### src/rtl/multicycle_control_pkg.sv
// ---------------------------------------------------------------------------
// multicycle_control_pkg
//   Shared types for the multicycle main control FSM. It holds the state
//   enum, the default opcode encodings, the datapath mux/ALU encodings, the
//   one-hot opcode class, and the control word that each state decodes to.
// ---------------------------------------------------------------------------
package multicycle_control_pkg;

  localparam int         DEF_OPCODE_W    = 8;
  localparam logic [7:0] DEF_OPCODE_MASK = 8'h3F;
  localparam logic [7:0] DEF_OP_RTYPE    = 8'h2D;
  localparam logic [7:0] DEF_OP_LW       = 8'h2E;
  localparam logic [7:0] DEF_OP_SW       = 8'h2F;
  localparam logic [7:0] DEF_OP_J        = 8'h30;
  localparam logic [7:0] DEF_OP_BEQ      = 8'h31;
  localparam logic [7:0] DEF_OP_BNE      = 8'h32;
  localparam logic [7:0] DEF_OP_ADDI     = 8'h33;

  // Encodings 14 and 15 are unused. The next-state logic sends them to S_TRAP.
  typedef enum logic [3:0] {
    S_RESET, S_FETCH, S_DECODE, S_MEM_ADDR, S_MEM_RD, S_MEM_WB, S_MEM_WR,
    S_EXEC, S_ALU_WB, S_ADDI_WB, S_BEQ, S_BNE, S_JUMP, S_TRAP
  } state_e;

  typedef enum logic [1:0] {ALU_ADD = 2'b00, ALU_SUB = 2'b01, ALU_FUNCT = 2'b10} alu_op_e;

  typedef enum logic [1:0] {
    SRCB_RT = 2'b00, SRCB_FOUR = 2'b01, SRCB_IMM = 2'b10, SRCB_IMM_SH2 = 2'b11
  } alu_src_b_e;

  typedef enum logic [1:0] {
    PCSRC_ALU = 2'b00, PCSRC_ALUOUT = 2'b01, PCSRC_JUMP = 2'b10
  } pc_source_e;

  // This is the only part of the opcode class that is still needed after
  // DECODE. MEM_ADDR uses it to choose between LW, SW and ADDI.
  typedef enum logic [1:0] {MEM_CLS_NONE, MEM_CLS_LW, MEM_CLS_SW, MEM_CLS_ADDI} mem_cls_e;

  typedef struct packed {
    logic rtype;
    logic lw;
    logic sw;
    logic addi;
    logic beq;
    logic bne;
    logic j;
    logic illegal;
  } op_class_t;

  // ready_gated marks states where pc_write, ir_write and instr_done take
  // effect only in the cycle that mem_ready is high.
  typedef struct packed {
    logic       pc_write;
    logic       pc_write_cond;
    logic       pc_write_cond_ne;
    logic       i_or_d;
    logic       mem_read;
    logic       mem_write;
    logic       ir_write;
    logic       mem_to_reg;
    logic       reg_dest;
    logic       reg_write;
    logic       alu_src_a;
    alu_src_b_e alu_src_b;
    alu_op_e    alu_op;
    pc_source_e pc_source;
    logic       instr_done;
    logic       illegal;
    logic       ready_gated;
  } ctrl_t;

  // Moore control word for each state. Every field that a state does not
  // name stays 0.
  function automatic ctrl_t state_ctrl(state_e s);
    ctrl_t c;
    c = '0;
    case (s)
      S_FETCH: begin
        c.mem_read    = 1'b1;
        c.ir_write    = 1'b1;
        c.pc_write    = 1'b1;
        c.alu_src_b   = SRCB_FOUR;
        c.ready_gated = 1'b1;
      end
      S_DECODE:   c.alu_src_b = SRCB_IMM_SH2;
      S_MEM_ADDR: begin
        c.alu_src_a = 1'b1;
        c.alu_src_b = SRCB_IMM;
      end
      S_MEM_RD: begin
        c.mem_read = 1'b1;
        c.i_or_d   = 1'b1;
      end
      S_MEM_WB: begin
        c.reg_write  = 1'b1;
        c.mem_to_reg = 1'b1;
        c.instr_done = 1'b1;
      end
      S_MEM_WR: begin
        c.mem_write   = 1'b1;
        c.i_or_d      = 1'b1;
        c.instr_done  = 1'b1;
        c.ready_gated = 1'b1;
      end
      S_EXEC: begin
        c.alu_src_a = 1'b1;
        c.alu_op    = ALU_FUNCT;
      end
      S_ALU_WB: begin
        c.reg_write  = 1'b1;
        c.reg_dest   = 1'b1;
        c.instr_done = 1'b1;
      end
      S_ADDI_WB: begin
        c.reg_write  = 1'b1;
        c.instr_done = 1'b1;
      end
      S_BEQ, S_BNE: begin
        c.alu_src_a        = 1'b1;
        c.alu_op           = ALU_SUB;
        c.pc_source        = PCSRC_ALUOUT;
        c.pc_write_cond    = (s == S_BEQ);
        c.pc_write_cond_ne = (s == S_BNE);
        c.instr_done       = 1'b1;
      end
      S_JUMP: begin
        c.pc_write   = 1'b1;
        c.pc_source  = PCSRC_JUMP;
        c.instr_done = 1'b1;
      end
      S_TRAP:  c.illegal = 1'b1;
      default: c = '0;
    endcase
    return c;
  endfunction

endpackage

### src/rtl/multicycle_control_if.sv
// ---------------------------------------------------------------------------
// multicycle_control_if
//   Bus between the main control FSM and the multicycle datapath.
//   The datapath side drives:   opcode (from IR) and mem_ready.
//   The control side drives:    pc_write, pc_write_cond, pc_write_cond_ne,
//                               i_or_d, mem_read, mem_write, ir_write,
//                               mem_to_reg, reg_dest, reg_write, alu_src_a,
//                               alu_src_b, alu_op, pc_source, instr_done,
//                               illegal.
//   The master modport belongs to the controller. The slave modport belongs
//   to the datapath.
// ---------------------------------------------------------------------------
interface multicycle_control_if #(
  parameter int OPCODE_W = 8
) ();
  logic [OPCODE_W-1:0] opcode;
  logic                mem_ready;
  logic                pc_write;
  logic                pc_write_cond;
  logic                pc_write_cond_ne;
  logic                i_or_d;
  logic                mem_read;
  logic                mem_write;
  logic                ir_write;
  logic                mem_to_reg;
  logic                reg_dest;
  logic                reg_write;
  logic                alu_src_a;
  logic [1:0]          alu_src_b;
  logic [1:0]          alu_op;
  logic [1:0]          pc_source;
  logic                instr_done;
  logic                illegal;

  modport master (
    input  opcode, mem_ready,
    output pc_write, pc_write_cond, pc_write_cond_ne, i_or_d, mem_read,
           mem_write, ir_write, mem_to_reg, reg_dest, reg_write, alu_src_a,
           alu_src_b, alu_op, pc_source, instr_done, illegal
  );

  modport slave (
    output opcode, mem_ready,
    input  pc_write, pc_write_cond, pc_write_cond_ne, i_or_d, mem_read,
           mem_write, ir_write, mem_to_reg, reg_dest, reg_write, alu_src_a,
           alu_src_b, alu_op, pc_source, instr_done, illegal
  );
endinterface

### src/rtl/multicycle_control_opcode_class_decoder.sv
// ---------------------------------------------------------------------------
// opcode_class_decoder
//   Combinational decoder that turns an opcode into a one-hot instruction
//   class. Opcode bits outside OPCODE_MASK are ignored. If no encoding
//   matches, the class is illegal.
//   Ports: opcode (in, OPCODE_W), op_class (out, op_class_t).
// ---------------------------------------------------------------------------
module opcode_class_decoder
  import multicycle_control_pkg::*;
#(
  parameter int                  OPCODE_W    = DEF_OPCODE_W,
  parameter logic [OPCODE_W-1:0] OPCODE_MASK = DEF_OPCODE_MASK,
  parameter logic [OPCODE_W-1:0] OP_RTYPE    = DEF_OP_RTYPE,
  parameter logic [OPCODE_W-1:0] OP_LW       = DEF_OP_LW,
  parameter logic [OPCODE_W-1:0] OP_SW       = DEF_OP_SW,
  parameter logic [OPCODE_W-1:0] OP_J        = DEF_OP_J,
  parameter logic [OPCODE_W-1:0] OP_BEQ      = DEF_OP_BEQ,
  parameter logic [OPCODE_W-1:0] OP_BNE      = DEF_OP_BNE,
  parameter logic [OPCODE_W-1:0] OP_ADDI     = DEF_OP_ADDI
) (
  input  logic [OPCODE_W-1:0] opcode,
  output op_class_t           op_class
);

  logic [OPCODE_W-1:0] masked;

  assign masked = opcode & OPCODE_MASK;

  // The reference encodings are masked as well, so an encoding parameter may
  // carry don't-care upper bits.
  assign op_class.rtype   = (masked == (OP_RTYPE & OPCODE_MASK));
  assign op_class.lw      = (masked == (OP_LW    & OPCODE_MASK));
  assign op_class.sw      = (masked == (OP_SW    & OPCODE_MASK));
  assign op_class.addi    = (masked == (OP_ADDI  & OPCODE_MASK));
  assign op_class.beq     = (masked == (OP_BEQ   & OPCODE_MASK));
  assign op_class.bne     = (masked == (OP_BNE   & OPCODE_MASK));
  assign op_class.j       = (masked == (OP_J     & OPCODE_MASK));
  assign op_class.illegal = ~(op_class.rtype | op_class.lw | op_class.sw |
                              op_class.addi | op_class.beq | op_class.bne |
                              op_class.j);

endmodule

### src/rtl/multicycle_control.sv
// ---------------------------------------------------------------------------
// multicycle_control
//   Main control FSM for the multicycle Extended-MIPS core. For each
//   instruction it steps through FETCH, DECODE, EXECUTE, MEM and WRITEBACK.
//   It stalls on the memory ready handshake and traps on unknown opcodes.
//   Ports: clk    rising-edge clock
//          reset  asynchronous, active-high
//          bus    multicycle_control_if.master: opcode and mem_ready in,
//                 datapath control strobes and selects out
// ---------------------------------------------------------------------------
module multicycle_control
  import multicycle_control_pkg::*;
#(
  parameter int                  OPCODE_W    = DEF_OPCODE_W,
  parameter logic [OPCODE_W-1:0] OPCODE_MASK = DEF_OPCODE_MASK,
  parameter logic [OPCODE_W-1:0] OP_RTYPE    = DEF_OP_RTYPE,
  parameter logic [OPCODE_W-1:0] OP_LW       = DEF_OP_LW,
  parameter logic [OPCODE_W-1:0] OP_SW       = DEF_OP_SW,
  parameter logic [OPCODE_W-1:0] OP_J        = DEF_OP_J,
  parameter logic [OPCODE_W-1:0] OP_BEQ      = DEF_OP_BEQ,
  parameter logic [OPCODE_W-1:0] OP_BNE      = DEF_OP_BNE,
  parameter logic [OPCODE_W-1:0] OP_ADDI     = DEF_OP_ADDI
) (
  input  logic                 clk,
  input  logic                 reset,
  multicycle_control_if.master bus
);

  state_e    state;
  state_e    next_state;
  mem_cls_e  mem_cls;
  mem_cls_e  dec_mem_cls;
  ctrl_t     ctrl_q;
  op_class_t op_class;
  logic      ready_ok;

  opcode_class_decoder #(
    .OPCODE_W   (OPCODE_W),
    .OPCODE_MASK(OPCODE_MASK),
    .OP_RTYPE   (OP_RTYPE),
    .OP_LW      (OP_LW),
    .OP_SW      (OP_SW),
    .OP_J       (OP_J),
    .OP_BEQ     (OP_BEQ),
    .OP_BNE     (OP_BNE),
    .OP_ADDI    (OP_ADDI)
  ) u_opcode_class_decoder (
    .opcode  (bus.opcode),
    .op_class(op_class)
  );

  always_comb begin
    // NOTE: assign a default before any branch so that every path of a
    // combinational block drives every variable. Without it a latch is
    // inferred.
    dec_mem_cls = MEM_CLS_NONE;
    if (op_class.lw)        dec_mem_cls = MEM_CLS_LW;
    else if (op_class.sw)   dec_mem_cls = MEM_CLS_SW;
    else if (op_class.addi) dec_mem_cls = MEM_CLS_ADDI;
  end

  always_comb begin
    next_state = S_TRAP;
    case (state)
      S_RESET:  next_state = S_FETCH;
      S_FETCH:  next_state = bus.mem_ready ? S_DECODE : S_FETCH;
      S_DECODE: begin
        if (op_class.rtype)                                 next_state = S_EXEC;
        else if (op_class.lw | op_class.sw | op_class.addi) next_state = S_MEM_ADDR;
        else if (op_class.beq)                              next_state = S_BEQ;
        else if (op_class.bne)                              next_state = S_BNE;
        else if (op_class.j)                                next_state = S_JUMP;
        else                                                next_state = S_TRAP;
      end
      // Branch on the class latched in DECODE. The opcode is not read again,
      // because IR may already be changing.
      S_MEM_ADDR: begin
        case (mem_cls)
          MEM_CLS_LW:   next_state = S_MEM_RD;
          MEM_CLS_SW:   next_state = S_MEM_WR;
          MEM_CLS_ADDI: next_state = S_ADDI_WB;
          default:      next_state = S_TRAP;
        endcase
      end
      S_MEM_RD:  next_state = bus.mem_ready ? S_MEM_WB : S_MEM_RD;
      S_MEM_WR:  next_state = bus.mem_ready ? S_FETCH : S_MEM_WR;
      S_EXEC:    next_state = S_ALU_WB;
      S_MEM_WB, S_ALU_WB, S_ADDI_WB, S_BEQ, S_BNE, S_JUMP: next_state = S_FETCH;
      S_TRAP:    next_state = S_TRAP;
      default:   next_state = S_TRAP;
    endcase
  end

  // The control word is registered from next_state, so the outputs come
  // straight from flops. An asynchronous reset clears them in the same cycle.
  always_ff @(posedge clk or posedge reset) begin
    if (reset) begin
      state   <= S_RESET;
      mem_cls <= MEM_CLS_NONE;
      ctrl_q  <= '0;
    end else begin
      // NOTE: state registers use non-blocking assignment. Every flop then
      // samples the values from before the edge, whatever the statement order.
      state  <= next_state;
      ctrl_q <= state_ctrl(next_state);
      if (state == S_DECODE) mem_cls <= dec_mem_cls;
    end
  end

  assign ready_ok = ~ctrl_q.ready_gated | bus.mem_ready;

  assign bus.pc_write         = ctrl_q.pc_write & ready_ok;
  assign bus.ir_write         = ctrl_q.ir_write & ready_ok;
  assign bus.instr_done       = ctrl_q.instr_done & ready_ok;
  assign bus.pc_write_cond    = ctrl_q.pc_write_cond;
  assign bus.pc_write_cond_ne = ctrl_q.pc_write_cond_ne;
  assign bus.i_or_d           = ctrl_q.i_or_d;
  assign bus.mem_read         = ctrl_q.mem_read;
  assign bus.mem_write        = ctrl_q.mem_write;
  assign bus.mem_to_reg       = ctrl_q.mem_to_reg;
  assign bus.reg_dest         = ctrl_q.reg_dest;
  assign bus.reg_write        = ctrl_q.reg_write;
  assign bus.alu_src_a        = ctrl_q.alu_src_a;
  assign bus.alu_src_b        = ctrl_q.alu_src_b;
  assign bus.alu_op           = ctrl_q.alu_op;
  assign bus.pc_source        = ctrl_q.pc_source;
  assign bus.illegal          = ctrl_q.illegal;

endmodule

### src/flat_wrapper.sv
// flat-port wrapper written by rule: the top's interface ports become plain ports
module multicycle_control_flat import multicycle_control_pkg::*;
#(
  parameter int                  OPCODE_W    = DEF_OPCODE_W,
  parameter logic [OPCODE_W-1:0] OPCODE_MASK = DEF_OPCODE_MASK,
  parameter logic [OPCODE_W-1:0] OP_RTYPE    = DEF_OP_RTYPE,
  parameter logic [OPCODE_W-1:0] OP_LW       = DEF_OP_LW,
  parameter logic [OPCODE_W-1:0] OP_SW       = DEF_OP_SW,
  parameter logic [OPCODE_W-1:0] OP_J        = DEF_OP_J,
  parameter logic [OPCODE_W-1:0] OP_BEQ      = DEF_OP_BEQ,
  parameter logic [OPCODE_W-1:0] OP_BNE      = DEF_OP_BNE,
  parameter logic [OPCODE_W-1:0] OP_ADDI     = DEF_OP_ADDI
)
  (clk, reset, bus_opcode, bus_mem_ready, bus_pc_write, bus_pc_write_cond, bus_pc_write_cond_ne, bus_i_or_d, bus_mem_read, bus_mem_write, bus_ir_write, bus_mem_to_reg, bus_reg_dest, bus_reg_write, bus_alu_src_a, bus_alu_src_b, bus_alu_op, bus_pc_source, bus_instr_done, bus_illegal);
  multicycle_control_if #(.OPCODE_W(OPCODE_W)) bus_i ();
  input  logic clk;
  input  logic reset;
  input wire logic [$bits(bus_i.opcode)-1:0] bus_opcode;
  input wire logic [$bits(bus_i.mem_ready)-1:0] bus_mem_ready;
  output wire logic [$bits(bus_i.pc_write)-1:0] bus_pc_write;
  output wire logic [$bits(bus_i.pc_write_cond)-1:0] bus_pc_write_cond;
  output wire logic [$bits(bus_i.pc_write_cond_ne)-1:0] bus_pc_write_cond_ne;
  output wire logic [$bits(bus_i.i_or_d)-1:0] bus_i_or_d;
  output wire logic [$bits(bus_i.mem_read)-1:0] bus_mem_read;
  output wire logic [$bits(bus_i.mem_write)-1:0] bus_mem_write;
  output wire logic [$bits(bus_i.ir_write)-1:0] bus_ir_write;
  output wire logic [$bits(bus_i.mem_to_reg)-1:0] bus_mem_to_reg;
  output wire logic [$bits(bus_i.reg_dest)-1:0] bus_reg_dest;
  output wire logic [$bits(bus_i.reg_write)-1:0] bus_reg_write;
  output wire logic [$bits(bus_i.alu_src_a)-1:0] bus_alu_src_a;
  output wire logic [$bits(bus_i.alu_src_b)-1:0] bus_alu_src_b;
  output wire logic [$bits(bus_i.alu_op)-1:0] bus_alu_op;
  output wire logic [$bits(bus_i.pc_source)-1:0] bus_pc_source;
  output wire logic [$bits(bus_i.instr_done)-1:0] bus_instr_done;
  output wire logic [$bits(bus_i.illegal)-1:0] bus_illegal;
  assign bus_i.opcode = bus_opcode;
  assign bus_i.mem_ready = bus_mem_ready;
  assign bus_pc_write = bus_i.pc_write;
  assign bus_pc_write_cond = bus_i.pc_write_cond;
  assign bus_pc_write_cond_ne = bus_i.pc_write_cond_ne;
  assign bus_i_or_d = bus_i.i_or_d;
  assign bus_mem_read = bus_i.mem_read;
  assign bus_mem_write = bus_i.mem_write;
  assign bus_ir_write = bus_i.ir_write;
  assign bus_mem_to_reg = bus_i.mem_to_reg;
  assign bus_reg_dest = bus_i.reg_dest;
  assign bus_reg_write = bus_i.reg_write;
  assign bus_alu_src_a = bus_i.alu_src_a;
  assign bus_alu_src_b = bus_i.alu_src_b;
  assign bus_alu_op = bus_i.alu_op;
  assign bus_pc_source = bus_i.pc_source;
  assign bus_instr_done = bus_i.instr_done;
  assign bus_illegal = bus_i.illegal;
  multicycle_control #(.OPCODE_W(OPCODE_W), .OPCODE_MASK(OPCODE_MASK), .OP_RTYPE(OP_RTYPE), .OP_LW(OP_LW), .OP_SW(OP_SW), .OP_J(OP_J), .OP_BEQ(OP_BEQ), .OP_BNE(OP_BNE), .OP_ADDI(OP_ADDI)) u_core (.clk(clk), .reset(reset), .bus(bus_i));
endmodule
### config.mk
export PLATFORM = sky130hd
export DESIGN_NAME = multicycle_control_flat
export DESIGN_NICKNAME = d
export VERILOG_FILES = /design/src/rtl/multicycle_control_pkg.sv /design/src/rtl/multicycle_control_if.sv /design/src/rtl/multicycle_control_opcode_class_decoder.sv /design/src/rtl/multicycle_control.sv /design/src/flat_wrapper.sv
export SDC_FILE = /design/constraint.sdc
export NUM_CORES = 1
export LEC_CHECK = 0
export CORE_UTILIZATION = 48
export CTS_CLUSTER_DIAMETER = 120
export DETAILED_ROUTE_END_ITERATION = 8
export PLACE_DENSITY = 0.78
export REMOVE_ABC_BUFFERS = 1
export SKIP_CTS_REPAIR_TIMING = 1
export SLEW_MARGIN = 30
export SYNTH_ARGS = -nofsm -noshare
export SYNTH_HDL_FRONTEND = slang
export SYNTH_SLANG_ARGS = --single-unit
export TNS_END_PERCENT = 30
### constraint.sdc
create_clock -name clk -period 2.6 [get_ports clk]
set_clock_uncertainty 0.2 [all_clocks]
set_input_delay 0.39 -clock clk [delete_from_list [all_inputs] [get_ports clk]]
set_output_delay 0.39 -clock clk [all_outputs]
set_load 0.005 [all_outputs]
Yosys cells after proc, flatten, opt, wreduce, memory -nomap -nowiden
Index checks and enable logic that the tools add are counted.
Widths: inputs -> output; s select.

word-level totals
  register bits = 26
  bits of input ports = 11
  output and inout bits = 19
  logic and storage cells = 100

operators by class
  eq/ne operators = 35
  multiplexer cells = 29
  bitwise operators = 7
  reductions and logical operators = 10

operators with widths
  operator            number
  $eq 4x4->1 const B  11
  $eq 6x6->1 const B  7
  $eq 4x3->1 const B  8
  $pmux 4 s7          1
  $eq 4x2->1 const B  4
  $mux 4              4
  $mux 1              14
  $reduce_or 7->1     2
  $pmux 4 s3          1
  $mux 2              5
  $reduce_or 2->1     5
  $eq 4x1->1 const B  2
  $pmux 2 s2          2
  $pmux 2 s3          1
  $eq 2x2->1 const B  2
  $logic_not 4->1     1
  $reduce_or 4->1     1
  $and 1x1->1         3
  $mux 3              1
  $or 1x1->1          3
  $reduce_or 3->1     1
  $eq 2x1->1 const B  1
  $not 1->1           1

Longest topological paths before layout
  depth after elaboration = 10
  mapped depth = 9
  mapped depth without buffers = 8

Cells and area by module
From an unflattened synthesis, not the netlist that was laid out.

second synthesis, totals
  cell total of the unflattened synthesis = 137
  area total of the unflattened synthesis = 1367.6 µm²

by module, submodules not included
  module                instances  cells an instance  area each (µm²)  sequential area each (µm²)
  multicycle_control    1          122                1265.0           625.6
  opcode_class_decoder  1          15                 102.6            0.0

Worst setup path after synthesis
Ideal clock, no wire load.

  path kind = reg2reg
  start point = register u_core.state[0]
  end point = register u_core.ctrl_q[2] in the netlist's numbering
  library setup time = 104 ps
  arrival = 2065 ps
  required time = 2296 ps
  slack = 231 ps
  cell stages (with the launch flop) = 8
  path buffers = 3
  clock period less this slack = 2369 ps
  cells stage by stage = dfrtp_1 buf_6 or4b_1 buf_2 o32a_1 buf_6 or3_4 o311ai_1

on the way
  word-level cells in the longest chain between the ends = 6
  elaborated cells on any way between the ends = 24
  classes of those cells = 19 x eq/ne; 2 x mux; 3 x reduce/logical

ends and longest elaborated chain
  item                                      RTL line                      RTL
  start, declared                           multicycle_control.sv:29      state_e state;
  start signal, assigned                    multicycle_control.sv:104     state <= next_state;
  $eq 4x3->1 (tied with other cells)        multicycle_control.sv:64      case (state)
  $reduce_or 7->1 (no source line)          n/a
  $pmux 4 s7 *                              multicycle_control.sv:64
  $eq 4x3->1 or $eq 4x4->1 (tied branches)  multicycle_control_pkg.sv:77  case (s)
  $reduce_or 7->1 (no source line) *        n/a
  $mux 1 *                                  multicycle_control_pkg.sv:77
  end signal, assigned                      multicycle_control.sv:105     ctrl_q <= state_ctrl(next_state);
  end, declared                             multicycle_control.sv:33      ctrl_t ctrl_q;

Every way passes the cells marked *; elsewhere a longest branch is shown, timed or not.
A chain may end at the register's enable or synchronous reset.

Final worst setup path
  start point = input port bus_opcode[4]
  end point = register u_core.ctrl_q (netlist bit u_core.bus.mem_read)

on the way
  elaborated cells on any way between the ends = 19
  classes of those cells = 9 x eq/ne; 7 x mux; 2 x bitwise; 1 x reduce/logical

RTL lines
  item                                      RTL line                                                                                                                                     RTL
  start, declared                           flat_wrapper.sv:18                                                                                                                           input wire logic [$bits(bus_i.opcode)-1:0] bus_opcode;
  $eq 6x6->1, on equally long branches      multicycle_control_opcode_class_decoder.sv:36, multicycle_control_opcode_class_decoder.sv:32, multicycle_control_opcode_class_decoder.sv:33
  $mux 4 or $or 1x1->1 (tied branches)      multicycle_control.sv:71, multicycle_control.sv:69
  $mux 4 or $or 1x1->1 (tied branches)      multicycle_control.sv:70, multicycle_control.sv:69
  $mux 4                                    multicycle_control.sv:69                                                                                                                     else if (op_class.lw | op_class.sw | op_class.addi) next_state = S_MEM_ADDR;
  $mux 4 *                                  multicycle_control.sv:68                                                                                                                     if (op_class.rtype) next_state = S_EXEC;
  $pmux 4 s7 *                              multicycle_control.sv:64
  via u_core.next_state[2]                  multicycle_control.sv:30                                                                                                                     state_e next_state;
  $eq 4x3->1 or $eq 4x1->1 (tied branches)  multicycle_control_pkg.sv:77
  $reduce_or 2->1 (no source line) *        n/a
  $mux 1 *                                  multicycle_control_pkg.sv:77

The timed path passes the listed nets; every way through them passes the cells marked *.

==> results.yml <==
place:
  pre_cts_ws_ns: -0.1078
  port_buffers: 27
  postPlaceCellArea_sq_um: 1625
  post-dp-hpwl_mm: 1.940
  finalWeightedCongestion: 0.8435
clock_tree:
  cts_tree: "built"
  clock-sinks: 25
  clock-root-buffer: "clkbuf_4"
  clk-insertion-delay-late_ns: 0.33
  cts_max_path_buffers: 2
  cts_inserted_buffers: 3
  cts.clk_slew.worst_paths_ns: 0.15
  htreeDepth: 1
setup_path:
  crit_required_ns: 2.66
  crit_path_end_kind: "flop"
  cp_slowest_stage_delay_ns: 0.49
  path_buf_inv: 3
  crit_family: "simple AND/OR/NAND/NOR gates"
  r2r_start: "u_core.state[1]"
  path_cells: "clkdlybuf4s50_1 -> or3b_2 -> buf_4 -> o221ai_1 -> and3_1 -> inv_1 -> xnor2_1 -> nor3_1"
  r2r_cells: 7
  critPathKind: "input pin to flop"
  arrival_ns: 2.44
  r2r_slack_ns: 0.34
  cp-start-kind: "input pin"
  cp_max_fo: 8
  cpMaxStageDelayCell: "clkdlybuf4s50_1"
  regToRegEndpoint: "u_core.ctrl_q[2]"
timing:
  setup_viol: 0
  rsz0062_at_grt: "no"
  maxSlewHeadroom_pct: 79.12
  clock.fmax_mhz: 420.5
  period_needed_ns: 2.378
  hold_viol: 0
  slew_viol_final: 0
  postLayoutSetupSlackWorst_ns: 0.2218
  tightest_slew_ns: 0.3132
  min_period_over_period_pct: 91.47
routing:
  drt_iter0_markers: 24
  via_count: 1019
  drc: 0
  first_pass_iters: 5
  routedWlPerCell_um: 13.20
  antenna_left: 0
  routed_wl_mm: 2.534
  viasPerCell: 5.307
finish:
  fin_area_sq_um: 1657
  antenna_cells: 0
  layout_commonest_cell: "clkdlybuf4s50_1"
  final_nets: 176
  layout_common_cells: "clkdlybuf4s50_1, dfrtp_1, buf_4"
  drive_above_1_share_pct: 17.90
  area_growth_syn_to_layout_pct: 32.14
  top_regs: "u_core.ctrl_q: 4 flops, u_core.state: 4 flops"
power_and_ir_drop:
  p_leak_nw: 0.7265
  power_density_nw_per_um2: 371.1
  combPwrFrac_pct: 6.5
  power.internal_uw: 472.2
  swShare_pct: 23.20
  p_sw_uw: 142.6
  ir_drop_uv: 396.0
  clockPowerShare_pct: 30.2
  finalPower_uw: 614.8
  p_seq_share_pct: 63.3
floorplan:
  coreArea_sq_um: 2477
  rows: 18
  pin_count: 30
  die_y_um: 53.11
  dieArea_sq_um: 2820
  initial_core_util_pct: 50.61
  die_x_um: 53.11
global_routing:
  grt_usage_pct: 20.76
  grt-ovfl-total: 0
  antenna_found_initial: 0
  grt_start_max_net_pins: 26
  grt_pass1_vias: 910
  grt_pass1_wl_mm: 4.071
synthesis:
  yosysSeqAreaShare_pct: 49.90
  yosysUniqueCellTypes: 41
  synthArstFlopShare_pct: 100.0
  synth_edf_count: 0
  synthFlopType: "dfrtp_1"
  avgSynthCellArea_sq_um: 10.11
  ys_warn_count: 0
  yosys_register_bits: 25
  netlist_area_sq_um: 1254
  syn_inst: 124
run:
  maxCapViolations: 0
outcome:
  status: "complete, no violations"
hold_path:
  hold_path.class: "input pin to async pin"
-- Yosys cell counts (2+ instances only) --
cell      count  share of area, %
a21oi_1       4               1.6
buf_2         3               1.2
ha_1          2               2.0
nand2_1       8               2.4
buf_6         2               1.8
nand3_1       5               2.0
nor2b_1       5               2.5
and3_1        2               1.0
o21ai_0       3               1.2
clkbuf_1      3              0.90
nor3b_1       2               1.2
a32oi_1       3               2.1
o31ai_1       2               1.2
dfrtp_1      25                50
nor4b_1       2               1.4
xnor2_1       2               1.4
buf_4         6               3.6
nor3_1        5               2.0
and2_1        5               2.5
nor2_1        7               2.1
inv_1         8               2.4
-- worst register-to-register path, cell delays in order, from the launching register on --
cell,delay [ns]
dfrtp_1,0.38
buf_4,0.17
mux2_2,0.34
a32oi_1,0.18
o32a_1,0.26
buf_4,0.14
clkinv_1,0.19
o311ai_1,0.32
-- cells by family after synthesis --
kind of cell	Yosys count	synth area share (%)
multiplexers	2	1.697
flip-flops	25	49.90
buffers and inverters	23	10.18
AND/OR/NAND/NOR	47	21.16
adder cells (fa/ha/maj)	3	2.794
XOR/XNOR	2	1.397
AO/OA/AOI/OAI	22	12.88
-- how the worst max path moves through the flow --
stage | start | end | slack [ns] | cells after the start
after floorplan | u_core.state[3] | u_core.ctrl_q[2] | 0.27 | 4
after global placement | bus_opcode[4] | u_core.ctrl_q[2] | -0.06 | 6
after detailed placement | bus_opcode[4] | u_core.bus.mem_read | -0.11 | 8
after CTS | bus_opcode[4] | u_core.ctrl_q[2] | 0.25 | 6
after global routing | bus_opcode[4] | u_core.bus.mem_read | 0.13 | 8
final | bus_opcode[4] | u_core.bus.mem_read | 0.22 | 8
-- power by group through the flow --
stage | combinational (mW) | sequential (mW) | clock (mW)
after floorplan | 0.0141 | 0.396 | 0
after global placement | 0.0382 | 0.396 | 0
after detailed placement | 0.0401 | 0.396 | 0
after CTS | 0.0405 | 0.389 | 0.191
after global routing | 0.0449 | 0.389 | 0.205
final | 0.0402 | 0.389 | 0.186
-- layer usage --
| metal | global-route usage (%) | wire [um] | share of wire [%] |
|---|---|---|---|
| met5 | 0 | 0 | 0 |
| met4 | 8.333 | 36 | 1.4 |
| met3 | 3.736 | 99 | 3.9 |
| met2 | 32.07 | 1236 | 49 |
| met1 | 28.65 | 1162 | 46 |
-- stage by stage --
step           util [%]  setup TNS, ns  cells  hold WS (ns)
3_3_place_gp      65.61        -0.2528    188        0.3020
5_1_grt           66.87              0    192        0.2450
4_1_cts           66.87              0    192        0.1853
3_5_place_dp      65.61        -0.7915    188        0.3054
2_1_floorplan         -              0    110        0.2173
6_report          66.87              0    192        0.1847
-- final cells by class --
type,count,area [sq um]
sequential,25,625.6
multi-input combinational,76,500.5
tap,30,37.54
timing repair buffer,48,427.9
fill,208,820.8
inverter,9,33.78
clock buffer,3,22.52
clock inverter,1,8.758
Power figures use the tool's default switching activity.
==> RTL change: new RTL, same settings <==
Reset style: synchronous (`reset`), changed in one clocked block. Comments in the files are not updated.
--- a/src/rtl/multicycle_control.sv
+++ b/src/rtl/multicycle_control.sv
@@ -94,5 +94,5 @@
   // The control word is registered from next_state, so the outputs come
   // straight from flops. An asynchronous reset clears them in the same cycle.
-  always_ff @(posedge clk or posedge reset) begin
+  always_ff @(posedge clk) begin
     if (reset) begin
       state   <= S_RESET;
Function: differs if reset is asserted again (counterexample within 4 cycles, from zero or initial values and one cycle with reset high); with reset held inactive, the same outputs for 10 cycles.
==> RTL change against the original RTL <==
Sequential cell count up 1; wire length down 4.0%; cell count down 1.6%; via count down 2.5%; worst setup slack worse by 0.028 ns; synthesized area down 1.6%; register-to-register slack worse by 0.15 ns; highest routed layer unchanged; sequential share of layout area down 3.1 points; cell area down 9.4%; core utilization down 5.7 points.
Power is not compared: it rests on default switching activity, and its combinational part moved more than twofold at a synthesized area within 25%.
==> RTL change: results (changes against the original RTL) <==
The violation count after the first detailed-route iteration came out at 25 (+4.2%). The share of cells above drive strength 1 is 12.6% (-5.3 points). The cell area after placement came out at 1480 um2 (-9.1%). The layout filler cell count is 217 (+4.3%). The commonest cells after synthesis are dfxtp_1 (26), nor2_1 (20), nand2_1 (14). The actual slew at the worst max-slew pin is 0.420 ns (+0.107 ns).

The via count of the routed design is 994 (-2.5%). The number of hold violations in the final report is 0 (unchanged). The sum of routed wire length over all layers was 2430 um (-4.0%). The total leakage power came out at 0.566 nW.

The worst slack at placement is -0.0252 ns (+0.0826 ns). The maximum vdd ir drop came out at 467 uV. In the final layout, the registers with the most flip-flops are u_core.ctrl_q (4), u_core.state (4). The sequential element share of the synthesized area was 42.2% (-7.7 points). The total congestion overflow after global routing is 0 (unchanged).

The clock transition at the registers of the reported paths came out at 0.12 ns (-0.03 ns). In this run the worst hold path is classified as flop to flop. The deepest clock path buffer count came out at 2 (unchanged). The clock buffer count from CTS is 3 (unchanged).

The final estimated routing congestion in global placement was 0.805 (-4.5%). Yosys attributes the largest share of cell area to dfxtp_1 (42%), nor2_1 (6.1%), buf_4 (4.9%). The via count of the first global-routing pass came out at 939 (+3.2%). The largest single stage delay on the critical path is 0.48 ns.

The critical-path maximum fanout was 9 (+1). The CTS root buffer is clkbuf_4. The half-perimeter wire length after detailed placement is 1900 um (-2.2%). The length of the first detailed-routing pass in iterations is 4 (-1). The number of H-tree levels came out at 1 (unchanged). The total of buffers placed on input and output ports is 27 (unchanged). The post-synthesis async set-or-reset flop share is 0% (-100 points). The Yosys warning count came to 0 (unchanged). The aggregate global-route resource usage is 19.1% (-1.7 points). The clock latency on the worst-skew pair is 0.31 ns (-0.02 ns).

Among all flip-flop cells after synthesis, the most frequent one is dfxtp_1. The worst endpoint data arrival time came out at 2.43 ns. The antenna diode instance count is 0 (unchanged). The final-stage net count came out at 174 (-1.1%). The pin count of the biggest net entering global routing is 14 (-46%). The slowest stage of the critical path is the a221o_2 cell. The number of antenna violations at the first check in global routing came to 0 (unchanged). The run finished with clean final reports.

The number of distinct library cells after synthesis is 39 (-4.9%). The wire length of the first global-routing pass is 3950 um (-2.9%).
## RTL change: worst paths after layout
kind / end / cells past startpoint / start / slack [ns]
worst min register to register: u_core.mem_cls[0]$_SDFFE_PP0P_ / 2 / u_core.mem_cls[0]$_SDFFE_PP0P_ / 0.31
worst max register to register: u_core.ctrl_q[2]$_SDFF_PP0_ / 7 / u_core.mem_cls[0]$_SDFFE_PP0P_ / 0.19
worst min-delay path: u_core.mem_cls[0]$_SDFFE_PP0P_ / 2 / u_core.mem_cls[0]$_SDFFE_PP0P_ / 0.31
worst max-delay path: u_core.ctrl_q[2]$_SDFF_PP0_ / 7 / u_core.mem_cls[0]$_SDFFE_PP0P_ / 0.19
## RTL change: final cells by class
cell class	count	area (um2)	area share [%]
multi-input combinational	94	598	39.8
sequential	26	520	34.7
timing repair buffer	32	308	20.5
tap	30	37.5	2.50
clock buffer	3	22.5	1.50
inverter	4	15.0	1.00
## RTL change: logic make-up (layout without fill, tap and decap cells)
group	count (synthesis)	in the layout	synth area share [%]
and+or+nand+nor	63	63	27.3
AOI/OAI and AO/OA	26	26	15.3
DFF	26	26	42.2
buffers and inverters	17	39	9.43
adders and majority gates	2	2	2.03
xor gates and xnor gates	2	2	2.94
muxes	1	1	0.811
## RTL change: metal layers
metal	track usage [%]	vias up	part of all wire [%]
met1	23.8	452	44
met4	4.39	0	1.6
li1	-	512	-
met2	34.8	26	51
met5	0	-	0
met3	1.74	4	3.7
## RTL change: metrics by stage
stage | hold slack (ns) | setup TNS, ns | instances
after floorplan | 0.243 | 0 | 124
after global routing | 0.344 | 0 | 189
after global placement | 0.268 | 0 | 186
after detailed placement | 0.290 | -0.0262 | 186
after CTS | 0.308 | 0 | 189
final | 0.309 | 0 | 189
## RTL change: power by group
group / internal [mW] / switching [mW] / leakage, nW
Clock: 0.0541 / 0.105 / 0.0138
Sequential: 0.426 / 0.0160 / 0.212
Combinational: 0.112 / 0.103 / 0.341
## RTL change: worst max-delay path, delay by kind of cell, from the launching register on
family                   cells  cell delay, ns
XOR/XNOR                     1            0.18
flip-flops                   1            0.39
adder cells (fa/ha/maj)      1            0.31
buffers and inverters        1            0.06
AO/OA/AOI/OAI                4            1.17
